### config.mk
export PLATFORM = sky130hd
export DESIGN_NAME = ssr_sequencer
export DESIGN_NICKNAME = d
export VERILOG_FILES = /design/src/rtl/ssr_pkg.sv /design/src/rtl/ssr_tick_gen.sv /design/src/rtl/ssr_sequencer.sv
export SDC_FILE = /design/constraint.sdc
export NUM_CORES = 1
export LEC_CHECK = 0
export CAP_MARGIN = 0
export CORE_MARGIN = 1
export CORE_UTILIZATION = 39
export DETAILED_ROUTE_END_ITERATION = 12
export SYNTH_ARGS = -nofsm -noshare
export SYNTH_HDL_FRONTEND = slang
export SYNTH_HIERARCHICAL = 1
export SYNTH_SLANG_ARGS = --single-unit
### constraint.sdc
create_clock -name clk -period 7.6 [get_ports clk]
set_input_delay 1.52 -clock clk [delete_from_list [all_inputs] [get_ports clk]]
set_output_delay 1.52 -clock clk [all_outputs]
set_load 0.03 [all_outputs]
### src/rtl/ssr_pkg.sv
// Shared definitions for the SSR sequencer: state codes and command word field layout.
// Latency: n/a (types and constants only).
// Backpressure: n/a.
package ssr_pkg;

    // State codes are visible on state_o, so the encoding is part of the register map.
    typedef enum logic [1:0] {
        ST_OFF   = 2'd0,
        ST_ON    = 2'd1,
        ST_FAULT = 2'd2
    } ssr_state_t;

    // Command word bit positions.
    localparam int CMD_ON       = 0;
    localparam int CMD_PWM      = 1;
    localparam int CMD_DUTY_LSB = 8;
    localparam int CMD_DUTY_MSB = 15;
    localparam int CMD_FCLR     = 31;

    // Latched copy of the command fields that persist between strobes.
    typedef struct packed {
        logic [7:0] duty;
        logic       pwm;
        logic       on;
    } cmd_t;

endpackage

### src/rtl/ssr_tick_gen.sv
// Control-tick prescaler plus free-running 8-bit PWM phase for time-proportioned firing.
// Latency: tick is combinational from the prescaler; pwm_phase advances on the tick edge.
// Backpressure: none; free-running from reset.
//
// Ports:
//   clk        system clock
//   clr        synchronous active-low reset
//   tick       1-cycle pulse every PRESCALE clocks
//   pwm_phase  8-bit phase, +1 per tick, wraps 255->0
module ssr_tick_gen #(
    parameter int PRESCALE = 100000
) (
    input  logic       clk,
    input  logic       clr,
    output logic       tick,
    output logic [7:0] pwm_phase
);

    localparam int PW = $clog2(PRESCALE + 1);

    logic [PW-1:0] pre_cnt;

    assign tick = (pre_cnt == PW'(PRESCALE - 1));

    always_ff @(posedge clk) begin
        if (!clr) begin
            pre_cnt   <= '0;
            pwm_phase <= '0;
        end else if (tick) begin
            pre_cnt   <= '0;
            pwm_phase <= pwm_phase + 8'd1;
        end else begin
            pre_cnt   <= pre_cnt + PW'(1);
        end
    end

endmodule

### src/rtl/ssr_sequencer.sv
// Solid-state-relay sequencer: enforces min on/off dwell, max-on watchdog and optional slow-PWM firing.
// Latency: command strobed at edge N changes state at edge N+1 when dwell allows; jc[0] follows state.
// Backpressure: none; requests arriving during dwell are held and acted on once dwell expires.
//
// Ports:
//   clk        system clock
//   clr        synchronous active-low reset (also gates jc[0] combinationally)
//   command    [0] on_req, [1] pwm_mode, [15:8] duty, [31] fault_clear
//   cmd_valid  1-cycle strobe sampling command
//   jc         jc[0] relay drive, jc[7:1] high-Z
//   ssr_on     registered state==ON
//   fault      registered state==FAULT
//   state_o    current state code
module ssr_sequencer
    import ssr_pkg::*;
#(
    parameter int PRESCALE     = 100000,
    parameter int MIN_DWELL    = 20,
    parameter int MAX_ON_TICKS = 60000
) (
    input  logic        clk,
    input  logic        clr,
    input  logic [31:0] command,
    input  logic        cmd_valid,
    output logic [7:0]  jc,
    output logic        ssr_on,
    output logic        fault,
    output logic [1:0]  state_o
);

    localparam int DW = $clog2(MIN_DWELL + 1);
    localparam int OW = $clog2(MAX_ON_TICKS + 1);

    logic          tick;
    logic [7:0]    pwm_phase;
    cmd_t          cmd_reg;
    ssr_state_t    state;
    ssr_state_t    state_nxt;
    logic [DW-1:0] dwell_cnt;
    logic [OW-1:0] on_cnt;
    logic          desired;
    logic          dwell_done;
    logic          watchdog_hit;
    logic          unused_cmd_bits;

    // Bits of the command word with no meaning here.
    assign unused_cmd_bits = ^{command[30:16], command[7:2]};

    ssr_tick_gen #(
        .PRESCALE (PRESCALE)
    ) u_tick_gen (
        .clk       (clk),
        .clr       (clr),
        .tick      (tick),
        .pwm_phase (pwm_phase)
    );

    // Duty 255 still leaves phase 255 off: strict less-than comparison.
    assign desired      = cmd_reg.on & (cmd_reg.pwm ? (pwm_phase < cmd_reg.duty) : 1'b1);
    assign dwell_done   = (dwell_cnt == DW'(MIN_DWELL));
    assign watchdog_hit = tick & (on_cnt == OW'(MAX_ON_TICKS - 1));

    always_comb begin
        state_nxt = state;
        case (state)
            ST_OFF: begin
                if (desired && dwell_done)
                    state_nxt = ST_ON;
            end
            ST_ON: begin
                // Watchdog takes priority over a turn-off landing on the same tick.
                if (watchdog_hit)
                    state_nxt = ST_FAULT;
                else if (!desired && dwell_done)
                    state_nxt = ST_OFF;
            end
            ST_FAULT: begin
                // Clear only when the same write does not also request on.
                if (cmd_valid && command[CMD_FCLR] && !command[CMD_ON])
                    state_nxt = ST_OFF;
            end
            default: state_nxt = ST_OFF;
        endcase
    end

    always_ff @(posedge clk) begin
        if (!clr) begin
            cmd_reg   <= '0;
            state     <= ST_OFF;
            dwell_cnt <= DW'(MIN_DWELL);   // saturated: first turn-on needs no wait
            on_cnt    <= '0;
            ssr_on    <= 1'b0;
            fault     <= 1'b0;
        end else begin
            if (cmd_valid) begin
                cmd_reg.on   <= command[CMD_ON];
                cmd_reg.pwm  <= command[CMD_PWM];
                cmd_reg.duty <= command[CMD_DUTY_MSB:CMD_DUTY_LSB];
            end

            state <= state_nxt;

            if (state_nxt != state)
                dwell_cnt <= '0;
            else if (tick && !dwell_done)
                dwell_cnt <= dwell_cnt + DW'(1);

            // Leaving ON at the watchdog limit keeps on_cnt below MAX_ON_TICKS.
            if (state == ST_ON && state_nxt == ST_ON) begin
                if (tick)
                    on_cnt <= on_cnt + OW'(1);
            end else begin
                on_cnt <= '0;
            end

            ssr_on <= (state_nxt == ST_ON);
            fault  <= (state_nxt == ST_FAULT);
        end
    end

    assign jc[0]   = (state == ST_ON) & clr;
    assign jc[7:1] = 7'bz;
    assign state_o = state;

endmodule

==> results of run 1 <==
cell type report:
type,instances,area [sq um]
Fill cell,702,3880
Multi-Input combinational cell,233,1570
Sequential cell,60,1200
Timing Repair Buffer,19,188
Clock buffer,11,141
Tap cell,99,124
Clock inverter,5,75.1
Inverter,18,67.6
critical path: stages:
cell and delay, ns:
clkdlybuf4s50_1 0.45, buf_4 0.23, nand2_1 0.08, nor2_1 0.16, clkdlybuf4s50_1 0.70
per-stage QoR:
stage                     cell area, sq um  std cells
final                                 3370        445
after detailed placement              3150        429
after global routing                  3370        445
after global placement                3150        429
after floorplan                       2940        326
after CTS                             3370        445
worst paths after layout:
path | startpoint | to | slack [ns] | cells past startpoint
max | clr | jc[0] | 2.93 | 5
min | u_tick_gen/pre_cnt[0]$_SDFF_PP0_ | u_tick_gen/pre_cnt[0]$_SDFF_PP0_ | 0.47 | 1
max reg2reg | u_tick_gen/pre_cnt[8]$_SDFF_PP0_ | on_cnt[13]$_SDFFE_PN0P_ | 4.40 | 9
min reg2reg | u_tick_gen/pre_cnt[0]$_SDFF_PP0_ | u_tick_gen/pre_cnt[0]$_SDFF_PP0_ | 0.47 | 1
metal layers:
layer | up-vias | track usage (%)
met3 | 8 | 3.92
met2 | 29 | 23.8
met4 | 0 | 7.48
met1 | 991 | 19.1
li1 | 1126 | -
met5 | - | 0
cells in the mapped netlist (3+ instances only):
| cell | n | share of area [%] |
|---|---|---|
| o31ai_1 | 3 | 0.77 |
| o21ai_0 | 9 | 1.5 |
| nand2_1 | 17 | 2.2 |
| xnor2_1 | 18 | 5.4 |
| and3_1 | 4 | 0.86 |
| nor2_1 | 41 | 5.3 |
| or4_1 | 3 | 0.77 |
| nor2b_1 | 10 | 2.1 |
| inv_1 | 16 | 2.1 |
| or3_1 | 5 | 1.1 |
| xor2_1 | 16 | 4.8 |
| and2_1 | 4 | 0.86 |
| buf_4 | 7 | 1.8 |
| mux2i_1 | 14 | 4.8 |
| clkbuf_1 | 5 | 0.64 |
| dfxtp_1 | 60 | 41 |
| nor3_1 | 7 | 1.2 |
| nor4_1 | 5 | 1.1 |
| nand3_1 | 16 | 2.7 |
| ha_1 | 12 | 5.1 |
| a21oi_1 | 8 | 1.4 |
| nand4_1 | 13 | 2.8 |
where the power goes:
part	switching (mW)	internal (mW)
clock	0.124	0.192
combinational	0.0244	0.0209
sequential	0.00556	0.321
cells by family (layout without fill, tap and decap cells):
kind of cell             after synthesis  after routing
buffers and inverters                 33             53
multiplexers                          14             14
AND/OR/NAND/NOR                      139            139
AO/OA/AOI/OAI                         27             27
adder cells (fa/ha/maj)               12             12
flip-flops                            60             60
other                                  1              7
XOR/XNOR                              34             34
cell usage in the layout (no fill, tap or decap), drive strengths merged, types with 2 or more instances in the layout:
| master | count |
|---|---|
| inv | 17 |
| and2 | 5 |
| xor2 | 16 |
| nor2b | 10 |
| o21ai | 9 |
| nor4b | 2 |
| or4 | 3 |
| ha | 12 |
| clkinv | 4 |
| nand4 | 13 |
| dfxtp | 60 |
| o31ai | 3 |
| xnor2 | 18 |
| bufinv | 2 |
| conb | 7 |
| a21oi | 9 |
| nand4b | 2 |
| nand3 | 17 |
| nor2 | 41 |
| nand2 | 17 |
| and3 | 6 |
| nor3 | 7 |
| clkdlybuf4s50 | 18 |
| clkbuf | 11 |
| nor4 | 5 |
| mux2i | 14 |
| or3 | 5 |
==> results.toml, run 1 <==
[synth]
synth-seq-cells = 60
synth_edf_count = 0
postSynthCellCount = 320
synthMuxAreaShare_pct = 4.80
synthAdderAreaFrac_pct = 5.14
synth_area_sq_um = 2920
yosys_warnings = 6
synth-main-ff-cell = "dfxtp_1"
ys_seq_area_share_pct = 41.1
synthArstFlopShare_pct = 0
yosysUniqueCellTypes = 46
synth_top_family_by_area = "simple AND/OR/NAND/NOR gates"
avgSynthCellArea_sq_um = 9.12
synthSimpleGateAreaFrac_pct = 26.2
synth_compound_area_share_pct = 6.64
synth_xor_area_share_pct = 10.2

[clock_tree]
post_cts_buffers = 0
cts_root_buf = "clkbuf_8"
insertion_delay_ns = 0.34
cts_tree = "yes"
clock-sinks = 60
htree_levels = 3
cts_buffers = 9
cts-hold-fix-buffers = 0
post_cts_resized = 0
clock_path_buffers = 2
clk_pin_slew_ns = 0.07

[timing]
final.setup.tns_ns = 0
timing.final.ws_setup_ns = 2.93
skew_ns = 0.00914
hold_violations = 0
holdWs_ns = 0.467
rsz0062_at_grt = "false"
finalMaxSlewViolations = 0
worstMarginPinSlew_ns = 0.657
period_share_pct = 61.5
layout_min_cycle_time_ns = 4.67
setup_viol = 0
max_freq_ghz = 0.214
max-slew-margin-rel_pct = 56.1

[floorplan]
core-area_sq_um = 7250
io_pins = 47
rows = 31
fp.dieArea_sq_um = 7830
fp.dieW_um = 88.5
start_util_pct = 40.2
die_h_um = 88.5

[place]
port_buffers = 18
post-dp-hpwl_um = 3620
place.gp.congestion = 0.801
pre_cts_ws_ns = 2.91

[worst_setup_path]
cp-start-kind = "input pin"
cp-end-kind = "primary output"
cp.required_ns = 6.08
crit_type = "in -> out"
cp_max_fo = 23
arrival_ns = 3.15

[routing]
drc = 0
wl_met3_um = 138
drt_iter0_markers = 89
wl_met1_um = 2530
routed_via_density = 4.84
finalWirelength_um = 5160
wl_met2_um = 2390
post_drt_wl_per_cell_um = 11.6
postRouteAntennaNets = 0
top_layer = "met4"
drt_pass1_iterations = 4
via_count = 2154

[pwr]
finalPower_mw = 0.687
peakVddDrop_mv = 0.0937
leakage_nw = 1.22
powerDensity_nw_per_um2 = 204

[final_layout]
drive_gt1_share_pct = 8.67
antenna_cells = 0
largest_reg_flops = 17
finalNetCount = 388
fin_util_pct = 46.5
areaGrowthSynthToFinish_pct = 15.5

[flow_run]
drv_cap = 0

[global_routing]
antenna_found_initial = 0
grt-ovfl-total = 0
grt_max_degree = 24
grt_pass1_wl_um = 9030
grt_pass1_vias = 2031
track_usage_pct = 15.1

[worst_hold_path]
min_path_type = "reg -> reg"

[outcome]
status = "finished, final reports clean"
Power figures use the tool's default switching activity.
==> run 2, diff against run 1 <==
==> constraint.sdc (replaced) <==
create_clock -name clk -period 4.2 [get_ports clk]
set_input_delay 0.84 -clock clk [delete_from_list [all_inputs] [get_ports clk]]
set_output_delay 0.84 -clock clk [all_outputs]
set_load 0.03 [all_outputs]
==> run 2 against run 1 <==
- wire length grew 2.5%
- non-clock buffer count unchanged
- first-iteration DRC count fell by 18%
==> results.toml, run 2 (synthesized netlist as in run 1, its figures left out) <==
[global_routing]
grt_pass1_wl_um = 9110
grt_max_degree = 23
antenna_found_initial = 0
grt-ovfl-total = 0
grt_pass1_vias = 1975
track_usage_pct = 15.3

[pwr]
powerDensity_nw_per_um2 = 334
peakVddDrop_mv = 0.161
leakage_nw = 1.19

[clock_tree]
clock_path_buffers = 2
cts-hold-fix-buffers = 0
clk_pin_slew_ns = 0.07
post_cts_buffers = 0
insertion_delay_ns = 0.34
cts_tree = "yes"
htree_levels = 3
clock-sinks = 60
post_cts_resized = 0
cts_root_buf = "clkbuf_8"
cts_buffers = 9

[worst_setup_path]
cp-start-kind = "register"
reg2reg_depth = 9
arrival_ns = 3.42
cp_max_fo = 17
crit-reg2reg-launch = "u_tick_gen/pre_cnt[8]$_SDFF_PP0_"
r2r-end = "on_cnt[13]$_SDFFE_PN0P_"
r2r_slack_ns = 1.00
cp-end-kind = "register"
cp.required_ns = 4.42
crit_type = "reg -> reg"

[floorplan]
die_h_um = 88.5
rows = 31
fp.dieArea_sq_um = 7830
fp.dieW_um = 88.5
core-area_sq_um = 7250
start_util_pct = 40.2
io_pins = 47

[timing]
worstMarginPinSlew_ns = 0.687
finalMaxSlewViolations = 0
hold_violations = 0
skew_ns = 0.00816
rsz0062_at_grt = "false"
final.setup.tns_ns = 0
max-slew-margin-rel_pct = 54.1
max_freq_ghz = 0.313
period_share_pct = 76.2
layout_min_cycle_time_ns = 3.20
setup_viol = 0

[final_layout]
fillers = 742
finalNetCount = 388
antenna_cells = 0
largest_reg_flops = 17
layoutNonFillerInstCount = 443
areaGrowthSynthToFinish_pct = 13.4
final_common_cell = "dfxtp_1"
drive_gt1_share_pct = 8.14
final_cell_mix = "dfxtp_1 (60), nor2_1 (41), xnor2_1 (18), clkdlybuf4s50_1 (18), nand2_1 (17)"

[worst_hold_path]
min_path_type = "reg -> reg"
hp-start = "u_tick_gen/pre_cnt[0]$_SDFF_PP0_"
hold_end = "u_tick_gen/pre_cnt[0]$_SDFF_PP0_"
hold_path_depth = 1

[routing]
finalWirelength_um = 5290
routed_via_density = 4.91
drt_iter0_markers = 73
via_count = 2174
postRouteAntennaNets = 0
drt_pass1_iterations = 4
post_drt_wl_per_cell_um = 11.9
drc = 0

[place]
dp.cells = 429
place.gp.congestion = 0.808
post-dp-hpwl_um = 3700
port_buffers = 18

[outcome]
status = "finished, final reports clean"

[flow_run]
drv_cap = 0
-- run 2: cell types whose count changed in the layout (fill, tap and decap cells not counted) --
| cell | delta |
|---|---|
| bufinv_16 | -2 |
-- run 2: where the power goes --
group | switching (mW) | internal (mW) | total, mW
clock network | 0.213 | 0.220 | 0.433
registers | 0.0100 | 0.581 | 0.591
logic | 0.0447 | 0.0379 | 0.0827
total | 0.267 | 0.840 | 1.11
-- run 2: critical path, cell delays in order, from the launching register on --
cell and delay [ns]:
dfxtp_1 0.35, or4_1 0.51, or4_1 0.81, inv_1 0.36, and4_4 0.28, and3_1 0.21
and2b_1 0.23, nand3_1 0.11, xor2_1 0.16, nor2_1 0.05
-- run 2: layer usage --
layer	share of wire [%]	up-vias	global-route usage [%]	routed length [um]
li1	-	1126	-	-
met5	0	-	0	0
met1	49	1011	19.9	2580
met4	1.8	0	7.48	93
met2	47	27	23.5	2470
met3	2.7	10	4.20	143
-- run 2: how the worst max path moves through the flow --
stage / to / slack [ns] / from / cells past startpoint
after floorplan: on_cnt[11]$_SDFFE_PN0P_ / 1.37 / u_tick_gen/pre_cnt[8]$_SDFF_PP0_ / 12
after global placement: jc[0] / 1.03 / clr / 4
after detailed placement: dwell_cnt[4]$_SDFFE_PN1P_ / 1.02 / u_tick_gen/pre_cnt[8]$_SDFF_PP0_ / 8
after CTS: on_cnt[13]$_SDFFE_PN0P_ / 0.99 / u_tick_gen/pre_cnt[8]$_SDFF_PP0_ / 9
after global routing: on_cnt[13]$_SDFFE_PN0P_ / 0.76 / u_tick_gen/pre_cnt[8]$_SDFF_PP0_ / 9
final: on_cnt[13]$_SDFFE_PN0P_ / 1.00 / u_tick_gen/pre_cnt[8]$_SDFF_PP0_ / 9
-- run 2: stage by stage --
stage | setup WS, ns | total power [mW] | cell area [sq um] | utilization [%] | hold slack (ns)
6_report | 1.00 | 1.11 | 3310 | 45.6 | 0.459
5_1_grt | 0.764 | 1.16 | 3310 | 45.6 | 0.507
4_1_cts | 0.993 | 1.12 | 3310 | 45.6 | 0.463
3_5_place_dp | 1.02 | 0.688 | 3150 | 43.5 | 0.449
3_3_place_gp | 1.03 | 0.686 | 3150 | 43.5 | 0.440
2_1_floorplan | 1.37 | 0.664 | 2940 | - | 0.430
-- run 2: area by class of cell --
| cell class | count | area (sq um) | area share, % |
|---|---|---|---|
| well taps | 99 | 124 | 3.74 |
| clock buffers | 11 | 141 | 4.27 |
| repair buffers | 19 | 188 | 5.67 |
| multi-input cells | 233 | 1570 | 47.5 |
| flip-flops and latches | 60 | 1200 | 36.3 |
| clock inverters | 3 | 15.0 | 0.454 |
| inverters | 18 | 67.6 | 2.04 |
==> run 3, diff against run 2 <==
==> constraint.sdc (replaced) <==
create_clock -name clk -period 2.75 [get_ports clk]
set_input_delay 0.55 -clock clk [delete_from_list [all_inputs] [get_ports clk]]
set_output_delay 0.55 -clock clk [all_outputs]
set_load 0.03 [all_outputs]
==> run 3 against run 2 <==
- largest power group unchanged
- cell area up 3.1%
- clock power up 99%
- sequential share of layout area down 1.0 points
- core utilization up 1.4 points
- worst hold slack better by 0.0061 ns
- combinational power up 56%
- clock-buffer cell count down 2
- critical path depth unchanged
- clock skew up 0.00091 ns
- via count unchanged
- wire length down 0.53%
- sequential cell count unchanged
==> results.toml, run 3 (synthesized netlist as in run 1, its figures left out) <==
[floorplan]
core-area_sq_um = 7250
start_util_pct = 40.2
io_pins = 47
die_h_um = 88.5
fp.dieW_um = 88.5
fp.dieArea_sq_um = 7830
rows = 31

[final_layout]
fillers = 728
antenna_cells = 0
final_cell_mix = "dfxtp_1 (58), nor2_1 (41), xnor2_1 (18), nand2_1 (17), clkdlybuf4s50_1 (17)"
drive_gt1_share_pct = 11.2
final_common_cell = "dfxtp_1"
multi_input_area_sq_um = 1590
fin_area_sq_um = 3410
largest_reg_flops = 17
areaGrowthSynthToFinish_pct = 16.9
finalNetCount = 391
seqCellArea_sq_um = 1200

[timing]
skew_ns = 0.00908
finalMaxSlewViolations = 0
period_share_pct = 94.1
layout_min_cycle_time_ns = 2.59
max_freq_ghz = 0.386
final.setup.tns_ns = 0
rsz0062_at_grt = "false"
hold_violations = 0
setup_viol = 0

[outcome]
status = "finished, final reports clean"

[routing]
postRouteAntennaNets = 0
drt_iter0_markers = 75
finalWirelength_um = 5260
routed_via_density = 4.85
post_drt_wl_per_cell_um = 11.7
drc = 0
drt_pass1_iterations = 4
via_count = 2174

[global_routing]
track_usage_pct = 15.4
grt_max_degree = 23
grt_pass1_wl_um = 9200
grt_pass1_vias = 2061
antenna_found_initial = 0
grt-ovfl-total = 0

[place]
dpl_cell_area_sq_um = 3200
post-dp-hpwl_um = 3710
port_buffers = 18
place.gp.congestion = 0.745

[worst_setup_path]
cp_max_fo = 5
arrival_ns = 2.81
crit_type = "reg -> reg"
cp-end-kind = "register"
cp-start-kind = "register"
reg2reg_depth = 9
cp.required_ns = 2.97

[clock_tree]
htree_levels = 3
cts_tree = "yes"
insertion_delay_ns = 0.34
clock-sinks = 60
post_cts_resized = 0
post_cts_buffers = 0
cts_buffers = 9
cts_root_buf = "clkbuf_8"
clk_pin_slew_ns = 0.07
cts-hold-fix-buffers = 0
clock_path_buffers = 2

[pwr]
leakage_nw = 1.23
powerDensity_nw_per_um2 = 555
pwr-share-comb_pct = 6.8
power.internal_mw = 1.45
switchingPower_mw = 0.439
power_frac_seq_pct = 47.7
peakVddDrop_mv = 0.278
switching_share_pct = 23.2
clockPowerShare_pct = 45.5

[worst_hold_path]
min_path_type = "reg -> reg"
hold_path_depth = 1

[flow_run]
drv_cap = 0
## run 3: cell types whose count changed in the layout (fill, tap and decap cells not counted), sizes merged
cell / before / now
bufinv: 0 / 2
clkinvlp: 0 / 1
clkdlybuf4s50: 18 / 17
clkinv: 4 / 5
clkbuf: 11 / 9
buf: 1 / 5
## run 3: per-layer routing
metal / track usage, % / up-vias / part of all wire (%)
met1: 19.2 / 993 / 48
met4: 8.80 / 0 / 2.6
met3: 3.26 / 10 / 2.8
met2: 24.8 / 35 / 46
li1: - / 1136 / -
met5: 0 / - / 0
## run 3: worst max-delay path, stage by stage (launching register included)
cell,delay (ns)
dfxtp_1,0.33
or4bb_1,0.50
or4_1,0.59
inv_2,0.09
and4_4,0.21
and2_4,0.17
a41oi_4,0.20
inv_2,0.10
o211a_4,0.19
o31ai_1,0.08
## run 3: final timing paths
check                               startpoint                          endpoint  slack [ns]
min           u_tick_gen/pre_cnt[0]$_SDFF_PP0_  u_tick_gen/pre_cnt[0]$_SDFF_PP0_        0.47
max reg2reg  u_tick_gen/pre_cnt[14]$_SDFF_PP0_         dwell_cnt[2]$_SDFFE_PN1P_        0.16
max          u_tick_gen/pre_cnt[14]$_SDFF_PP0_         dwell_cnt[2]$_SDFFE_PN1P_        0.16
min reg2reg   u_tick_gen/pre_cnt[0]$_SDFF_PP0_  u_tick_gen/pre_cnt[0]$_SDFF_PP0_        0.47
## run 3: power groups by stage
stage / sequential, mW / clock [mW] / combinational, mW
after global routing: 0.905 / 0.923 / 0.144
final: 0.903 / 0.860 / 0.129
after floorplan: 0.923 / 0 / 0.0937
after CTS: 0.903 / 0.884 / 0.132
after global placement: 0.922 / 0 / 0.128
after detailed placement: 0.923 / 0 / 0.130
## run 3: layout make-up
cell class | count | area share [%]
clock buffer | 9 | 3.63
clock inverter | 7 | 2.68
inverter | 18 | 1.98
multi-input combinational | 233 | 46.7
sequential | 60 | 35.3
tap | 99 | 3.63
timing repair buffer | 22 | 6.09
## run 3: metrics by stage
step / power [mW] / hold slack, ns / std cells / worst slack (ns) / util (%)
after floorplan: 1.02 / 0.430 / 326 / 0.000661 / -
after global placement: 1.05 / 0.448 / 432 / 0.190 / 44.1
after detailed placement: 1.05 / 0.457 / 432 / 0.182 / 44.1
after CTS: 1.92 / 0.473 / 448 / 0.153 / 47.0
after global routing: 1.97 / 0.518 / 448 / 0.0309 / 47.0
final: 1.89 / 0.465 / 448 / 0.161 / 47.0
